### config.mk
export PLATFORM = sky130hd
export DESIGN_NAME = ws2812_frame_tx
export DESIGN_NICKNAME = d
export VERILOG_FILES = /design/src/rtl/ws2812_frame_tx.sv
export SDC_FILE = /design/constraint.sdc
export NUM_CORES = 1
export LEC_CHECK = 0
export ABC_AREA = 1
export BUFFER_PORTS_ARGS = -buffer_cell sky130_fd_sc_hd__buf_2
export CORE_ASPECT_RATIO = 2
export CORE_MARGIN = 4
export CORE_UTILIZATION = 45
export DETAILED_ROUTE_END_ITERATION = 10
export HOLD_SLACK_MARGIN = 0.05
export SLEW_MARGIN = 30
export SYNTH_ARGS = -nofsm -noshare
export SYNTH_HDL_FRONTEND = slang
export SYNTH_SLANG_ARGS = --single-unit
export TNS_END_PERCENT = 5
### constraint.sdc
create_clock -name clk_i -period 3.05 [get_ports clk_i]
set_clock_uncertainty 0.2 [all_clocks]
set_input_delay 0.4575 -clock clk_i [delete_from_list [all_inputs] [get_ports clk_i]]
set_output_delay 0.4575 -clock clk_i [all_outputs]
set_load 0.01 [all_outputs]
### src/rtl/ws2812_frame_tx.sv
// WS2812 frame transmitter: fetches NUM_LEDS GRB words from the pixel RAM and
// serialises them MSB-first with WS2812 bit timing, then holds the latch period.
module ws2812_frame_tx #(
  parameter int unsigned NUM_LEDS     = 256,
  parameter int unsigned SYSTEM_CLOCK = 100_000_000,
  parameter int unsigned T0H_NS       = 400,
  parameter int unsigned T1H_NS       = 800,
  parameter int unsigned BIT_NS       = 1250,
  parameter int unsigned RESET_US     = 80,
  parameter int unsigned ADDR_W       = (NUM_LEDS > 1) ? $clog2(NUM_LEDS) : 1
) (
  input  logic              clk_i,
  input  logic              reset_ni,
  input  logic              start_i,
  output logic [ADDR_W-1:0] rd_addr_o,
  input  logic [23:0]       rd_data_i,
  output logic              do_o,
  output logic              ws_bsy_o,
  output logic              done_o
);

  localparam int unsigned T0H_C = (SYSTEM_CLOCK / 1000) * T0H_NS / 1_000_000;
  localparam int unsigned T1H_C = (SYSTEM_CLOCK / 1000) * T1H_NS / 1_000_000;
  localparam int unsigned BIT_C = (SYSTEM_CLOCK / 1000) * BIT_NS / 1_000_000;
  localparam int unsigned RST_C = (SYSTEM_CLOCK / 1_000_000) * RESET_US;

  localparam int unsigned CNT_W = (BIT_C > 1) ? $clog2(BIT_C) : 1;
  localparam int unsigned LAT_W = (RST_C > 1) ? $clog2(RST_C) : 1;

  localparam logic [CNT_W-1:0]  T0H_V    = CNT_W'(T0H_C);
  localparam logic [CNT_W-1:0]  T1H_V    = CNT_W'(T1H_C);
  localparam logic [CNT_W-1:0]  BIT_LAST = CNT_W'(BIT_C - 1);
  localparam logic [LAT_W-1:0]  LAT_LAST = LAT_W'(RST_C - 1);
  localparam logic [ADDR_W-1:0] PIX_LAST = ADDR_W'(NUM_LEDS - 1);

  localparam logic [2:0] S_IDLE  = 3'd0;
  localparam logic [2:0] S_FETCH = 3'd1;
  localparam logic [2:0] S_LOAD  = 3'd2;
  localparam logic [2:0] S_SEND  = 3'd3;
  localparam logic [2:0] S_LATCH = 3'd4;

  generate
    if (!(T0H_C > 0 && T0H_C < T1H_C && T1H_C < BIT_C && RST_C > 0 && NUM_LEDS > 0)) begin : g_bad_timing
      $error("ws2812_frame_tx: timing parameters must satisfy 0 < T0H_C < T1H_C < BIT_C");
    end
  endgenerate

  logic [2:0]        state_r, state_n;
  logic [CNT_W-1:0]  cnt_r, cnt_n;
  logic [4:0]        bit_r, bit_n;
  logic [ADDR_W-1:0] pix_r, pix_n;
  logic [LAT_W-1:0]  lat_r, lat_n;
  logic [23:0]       shift_r, shift_n;
  logic [23:0]       next_r, next_n;
  logic [ADDR_W-1:0] rd_addr_n;
  logic              do_n, bsy_n, done_n;

  // State and registered outputs
  always_ff @(posedge clk_i or negedge reset_ni) begin
    if (!reset_ni) begin
      state_r   <= S_IDLE;
      cnt_r     <= '0;
      bit_r     <= '0;
      pix_r     <= '0;
      lat_r     <= '0;
      shift_r   <= '0;
      next_r    <= '0;
      rd_addr_o <= '0;
      do_o      <= 1'b0;
      ws_bsy_o  <= 1'b0;
      done_o    <= 1'b0;
    end else begin
      state_r   <= state_n;
      cnt_r     <= cnt_n;
      bit_r     <= bit_n;
      pix_r     <= pix_n;
      lat_r     <= lat_n;
      shift_r   <= shift_n;
      next_r    <= next_n;
      rd_addr_o <= rd_addr_n;
      do_o      <= do_n;
      ws_bsy_o  <= bsy_n;
      done_o    <= done_n;
    end
  end

  // Next-state logic; outputs are derived from next-cycle values so they register cleanly
  always_comb begin
    state_n   = state_r;
    cnt_n     = cnt_r;
    bit_n     = bit_r;
    pix_n     = pix_r;
    lat_n     = lat_r;
    shift_n   = shift_r;
    next_n    = next_r;
    rd_addr_n = rd_addr_o;
    done_n    = 1'b0;

    case (state_r)
      S_IDLE: begin
        if (start_i) state_n = S_FETCH;
      end
      S_FETCH: begin
        state_n = S_LOAD;
      end
      S_LOAD: begin
        shift_n = rd_data_i;
        bit_n   = 5'd23;
        pix_n   = '0;
        cnt_n   = '0;
        state_n = S_SEND;
      end
      S_SEND: begin
        // Prefetched word arrives one cycle after the address is presented
        if (bit_r == 5'd23 && cnt_r == CNT_W'(1)) next_n = rd_data_i;
        if (cnt_r == BIT_LAST) begin
          cnt_n = '0;
          if (bit_r != 5'd0) begin
            bit_n   = bit_r - 5'd1;
            shift_n = {shift_r[22:0], 1'b0};
          end else if (pix_r != PIX_LAST) begin
            bit_n   = 5'd23;
            shift_n = next_r;
            pix_n   = pix_r + ADDR_W'(1);
          end else begin
            lat_n   = '0;
            state_n = S_LATCH;
          end
        end else begin
          cnt_n = cnt_r + CNT_W'(1);
        end
      end
      S_LATCH: begin
        if (lat_r == LAT_LAST) begin
          state_n = S_IDLE;
          done_n  = 1'b1;
        end else begin
          lat_n = lat_r + LAT_W'(1);
        end
      end
      default: begin
        state_n = S_IDLE;
      end
    endcase

    // Present the next pixel's address on the first cycle of each pixel's MSB
    if (state_n == S_SEND && bit_n == 5'd23 && cnt_n == '0 &&
        (32'(pix_n) + 32'd1) < NUM_LEDS) begin
      rd_addr_n = pix_n + ADDR_W'(1);
    end
    if (state_n == S_IDLE || state_n == S_FETCH) rd_addr_n = '0;

    do_n  = (state_n == S_SEND) && (cnt_n < (shift_n[23] ? T1H_V : T0H_V));
    bsy_n = (state_n != S_IDLE);
  end

endmodule

==> impl_metrics.prom <==
# TYPE chip_impl_metric gauge
chip_impl_info{name="run_status",value="completed"} 1
chip_impl_metric{name="initialDrtViolationCount",unit=""} 192
chip_impl_info{name="mostFrequentLayoutCells",value="sky130_fd_sc_hd__nand2_1, sky130_fd_sc_hd__dfrtp_1, sky130_fd_sc_hd__nand3_1, sky130_fd_sc_hd__inv_1, sky130_fd_sc_hd__nor2_1"} 1
chip_impl_metric{name="fin_crit_sh",unit="%"} 89.5
chip_impl_info{name="synth_flop_cell",value="sky130_fd_sc_hd__dfrtp_1"} 1
chip_impl_metric{name="gr-usage-met3",unit="%"} 2.32
chip_impl_metric{name="syn2layout_area_growth",unit="%"} 14.5
chip_impl_metric{name="placement.io_buffers",unit=""} 37
chip_impl_metric{name="min_path_cells",unit=""} 3
chip_impl_metric{name="final-max-slew-violation-count",unit=""} 0
chip_impl_metric{name="synth_instances",unit=""} 633
chip_impl_metric{name="hpwlAfterDp",unit="um"} 9660
chip_impl_metric{name="finalWeightedCongestion",unit=""} 0.868
chip_impl_metric{name="total_number_of_h_tree_levels",unit=""} 3
chip_impl_metric{name="global_route.usage.met2",unit="%"} 38.3
chip_impl_metric{name="power.density_cell_area",unit="nW/um2"} 453
chip_impl_metric{name="synthesis.nets",unit=""} 671
chip_impl_info{name="start_kind",value="flop"} 1
chip_impl_info{name="crit-reg2reg-launch",value="bit_r[0]"} 1
chip_impl_metric{name="num_io_pins",unit=""} 38
chip_impl_metric{name="worst_slew_margin_rel",unit="%"} 58.1
chip_impl_metric{name="post_synth_instance_area",unit="um2"} 5200
chip_impl_metric{name="number_of_antenna_violations_at_the_first_check_in_global_routing",unit=""} 0
chip_impl_metric{name="fmax",unit="MHz"} 366
chip_impl_metric{name="timing.critical_path.fanout_max",unit=""} 8
chip_impl_metric{name="cts_buf_count",unit=""} 9
chip_impl_metric{name="grt_pass1_vias",unit=""} 4576
chip_impl_metric{name="crit_required",unit="ns"} 3.13
chip_impl_metric{name="yosys_warnings",unit=""} 0
chip_impl_metric{name="final_nets",unit=""} 714
chip_impl_metric{name="avgSynthCellArea",unit="um2"} 8.22
chip_impl_metric{name="clk_transition_reported_paths",unit="ns"} 0.07
chip_impl_metric{name="timing_hold_violations_final",unit=""} 0
chip_impl_metric{name="totalWireLength",unit="um"} 12700
chip_impl_info{name="clock-root-buffer",value="sky130_fd_sc_hd__clkbuf_16"} 1
chip_impl_metric{name="cap_viol_max_count",unit=""} 0
chip_impl_metric{name="async_flop_share",unit="%"} 100
chip_impl_metric{name="cts.sinks",unit=""} 95
chip_impl_metric{name="cell_count_post_placement",unit=""} 806
chip_impl_metric{name="leakage",unit="nW"} 2.83
chip_impl_metric{name="drive_gt1_share",unit="%"} 18.1
chip_impl_info{name="critical_path.reg2reg.endpoint",value="rd_addr_o[5]"} 1
chip_impl_metric{name="synth_enable_flop_cells",unit=""} 0
chip_impl_metric{name="route.antenna.remaining_nets",unit=""} 0
chip_impl_info{name="worst_hold_class",value="in -> reg"} 1
chip_impl_info{name="global_route.peak_usage_layer",value="met2"} 1
chip_impl_metric{name="regToRegSetupSlack",unit="ns"} 0.32
chip_impl_metric{name="wl_per_cell",unit="um"} 15.4
chip_impl_metric{name="avgViaCountPerCell",unit=""} 5.35
chip_impl_metric{name="setup_viol_count_final",unit=""} 0
chip_impl_metric{name="transition_at_the_pin_with_the_smallest_max_transition_slack",unit="ns"} 0.629
chip_impl_info{name="tritoncts_clock_tree",value="done"} 1
chip_impl_metric{name="synth.ff_latch_count",unit=""} 95
chip_impl_metric{name="cts_setup_buffers",unit=""} 0
chip_impl_info{name="path_class",value="reg -> reg"} 1
chip_impl_metric{name="grt_first_pass_wirelength",unit="um"} 21600
chip_impl_metric{name="die_w",unit="um"} 84.0
chip_impl_metric{name="crit_arrival",unit="ns"} 2.81
chip_impl_metric{name="vias",unit=""} 4402
chip_impl_metric{name="die_h",unit="um"} 160
chip_impl_info{name="final_common_cell",value="sky130_fd_sc_hd__nand2_1"} 1
chip_impl_info{name="grt_setup_unrepaired",value="false"} 1
chip_impl_metric{name="grt_max_degree",unit=""} 51
chip_impl_metric{name="initial_utilization",unit="%"} 46.1
chip_impl_metric{name="total_congestion_overflow_after_global_routing",unit=""} 0
chip_impl_metric{name="grtUsageMet1",unit="%"} 20.8
chip_impl_metric{name="fin_setup_tns",unit="ns"} 0
chip_impl_metric{name="cts_buffer_depth",unit=""} 2
chip_impl_metric{name="clk_latency",unit="ns"} 0.34
chip_impl_metric{name="finalNonFillerCells",unit=""} 823
chip_impl_metric{name="die_outline_area",unit="um2"} 13400
chip_impl_metric{name="drcViolationCount",unit=""} 0
chip_impl_info{name="min_to",value="shift_r[12]"} 1
chip_impl_metric{name="layout_min_cycle_time",unit="ns"} 2.73
chip_impl_metric{name="antenna_cells_inserted",unit=""} 0
chip_impl_metric{name="drtPass1Iterations",unit=""} 4
chip_impl_metric{name="fillers",unit=""} 1132
chip_impl_info{name="min_from",value="rd_data_i[12]"} 1
chip_impl_metric{name="core-area",unit="um2"} 11300
chip_impl_metric{name="std_cell_rows",unit=""} 55
chip_impl_metric{name="peakVddDrop",unit="V"} 0.000448
chip_impl_metric{name="rr_worst_depth",unit=""} 16
chip_impl_metric{name="number_of_distinct_library_cell_variants_in_the_gate_level_netlist_after_synthesis",unit=""} 36
chip_impl_info{name="critical_path.endpoint_type",value="flop"} 1
chip_impl_metric{name="synth-seq-area-share",unit="%"} 45.7
chip_impl_metric{name="globalRouteTotalUtil",unit="%"} 19.7
==> cell families after synthesis <==
| logic type | Yosys count | synth area share (%) |
|---|---|---|
| flops | 95 | 45.7 |
| compound gates | 70 | 8.97 |
| mux | 18 | 3.90 |
| buf+inv | 94 | 7.24 |
| xor+xnor | 11 | 1.85 |
| fa+ha+maj | 11 | 2.65 |
| simple gates | 334 | 29.7 |
==> area by class of cell <==
class                           instances  area, um2  share of cell area (%)
Clock buffer                           10        229                    3.85
Clock inverter                          6        116                    1.95
Inverter                               73        274                    4.60
Multi-Input combinational cell        444       2460                    41.3
Sequential cell                        95       2380                    39.9
Tap cell                              142        178                    2.98
Timing Repair Buffer                   53        323                    5.42
==> worst max-delay path by stage <==
stage | from | cells past startpoint | slack, ns | endpoint
4_1_cts | bit_r[0] | 16 | 0.25 | rd_addr_o[5]
3_3_place_gp | bit_r[0] | 15 | 0.40 | rd_addr_o[7]
6_report | bit_r[0] | 16 | 0.32 | rd_addr_o[5]
2_1_floorplan | bit_r[0] | 16 | 0.41 | rd_addr_o[6]
5_1_grt | cnt_r[0] | 18 | 0.03 | rd_addr_o[7]
3_5_place_dp | bit_r[0] | 16 | 0.27 | rd_addr_o[5]
==> through the flow <==
step | worst slack, ns | total power [W] | area [um2] | utilization (%) | hold WS [ns]
after global placement | 0.400 | 0.00142 | 5590 | 49.5 | 0.268
after CTS | 0.246 | 0.00272 | 5950 | 52.7 | 0.134
after detailed placement | 0.274 | 0.00143 | 5590 | 49.5 | 0.277
after floorplan | 0.414 | 0.00136 | 5200 | - | -0.0381
final | 0.320 | 0.00269 | 5950 | 52.8 | 0.138
after global routing | 0.0334 | 0.00279 | 5950 | 52.8 | 0.138
==> repair_timing <==
item	in CTS	in global routing
endpoints found under the setup margin	0	2
hold buffers	1	0
endpoints found under the hold margin	45	0
gates resized for setup	0	2
==> critical path: stages, from the launching register on <==
cell	delay, ns
sky130_fd_sc_hd__dfrtp_1	0.40
sky130_fd_sc_hd__inv_1	0.12
sky130_fd_sc_hd__ha_1	0.26
sky130_fd_sc_hd__nand3_4	0.15
sky130_fd_sc_hd__a21oi_4	0.19
sky130_fd_sc_hd__nand2_2	0.08
sky130_fd_sc_hd__xor2_1	0.16
sky130_fd_sc_hd__nor2_2	0.12
sky130_fd_sc_hd__ha_1	0.22
sky130_fd_sc_hd__nand3_2	0.10
sky130_fd_sc_hd__nor2_2	0.13
sky130_fd_sc_hd__nand2_1	0.08
sky130_fd_sc_hd__nor2_1	0.09
sky130_fd_sc_hd__nand2_1	0.10
sky130_fd_sc_hd__nand2_4	0.11
sky130_fd_sc_hd__nand3_1	0.07
sky130_fd_sc_hd__nand2_1	0.08
==> sequential cells by signal (all words and copies together) (netlist names) <==
register	cells
bit_r	5
cnt_r	7
do_o	1
done_o	1
lat_r	13
next_r	24
pix_r	8
rd_addr_o	8
shift_r	24
state_r	3
ws_bsy_o	1
==> synthesized netlist by cell type (3+ instances only) <==
master / number / share of area (%)
sky130_fd_sc_hd__nor2_2: 9 / 1.1
sky130_fd_sc_hd__o31ai_1: 4 / 0.58
sky130_fd_sc_hd__xor2_1: 8 / 1.3
sky130_fd_sc_hd__nor3_1: 4 / 0.38
sky130_fd_sc_hd__nand2_1: 155 / 11
sky130_fd_sc_hd__inv_1: 66 / 4.8
sky130_fd_sc_hd__o2111ai_1: 5 / 0.84
sky130_fd_sc_hd__ha_1: 11 / 2.6
sky130_fd_sc_hd__nor2_1: 43 / 3.1
sky130_fd_sc_hd__nor2_4: 7 / 1.5
sky130_fd_sc_hd__inv_2: 6 / 0.43
sky130_fd_sc_hd__nand3_1: 92 / 8.9
sky130_fd_sc_hd__nand4_1: 8 / 0.96
sky130_fd_sc_hd__nand2_2: 5 / 0.60
sky130_fd_sc_hd__o21ai_0: 26 / 2.5
sky130_fd_sc_hd__a32oi_1: 17 / 2.9
sky130_fd_sc_hd__dfrtp_1: 95 / 46
sky130_fd_sc_hd__mux2_2: 18 / 3.9
sky130_fd_sc_hd__a21oi_1: 9 / 0.87
sky130_fd_sc_hd__nand3_2: 6 / 1.2
sky130_fd_sc_hd__buf_4: 4 / 0.58
sky130_fd_sc_hd__clkbuf_1: 15 / 1.1
sky130_fd_sc_hd__xnor2_1: 3 / 0.51
==> per-layer routing <==
metal  routed length, um  share of wire [%]
met1                4810                 38
met2                7220                 57
met3                 336                2.7
met4                 282                2.2
met5                   0                  0
==> where the power goes <==
| part | internal (W) | leakage [nW] | total [W] | switching [W] |
|---|---|---|---|---|
| Clock | 0.000807 | 0.161 | 0.00130 | 0.000488 |
| Sequential | 0.00129 | 1.15 | 0.00131 | 0.0000178 |
| Combinational | 0.0000388 | 1.52 | 0.0000887 | 0.0000499 |
Power figures use the tool's default switching activity.
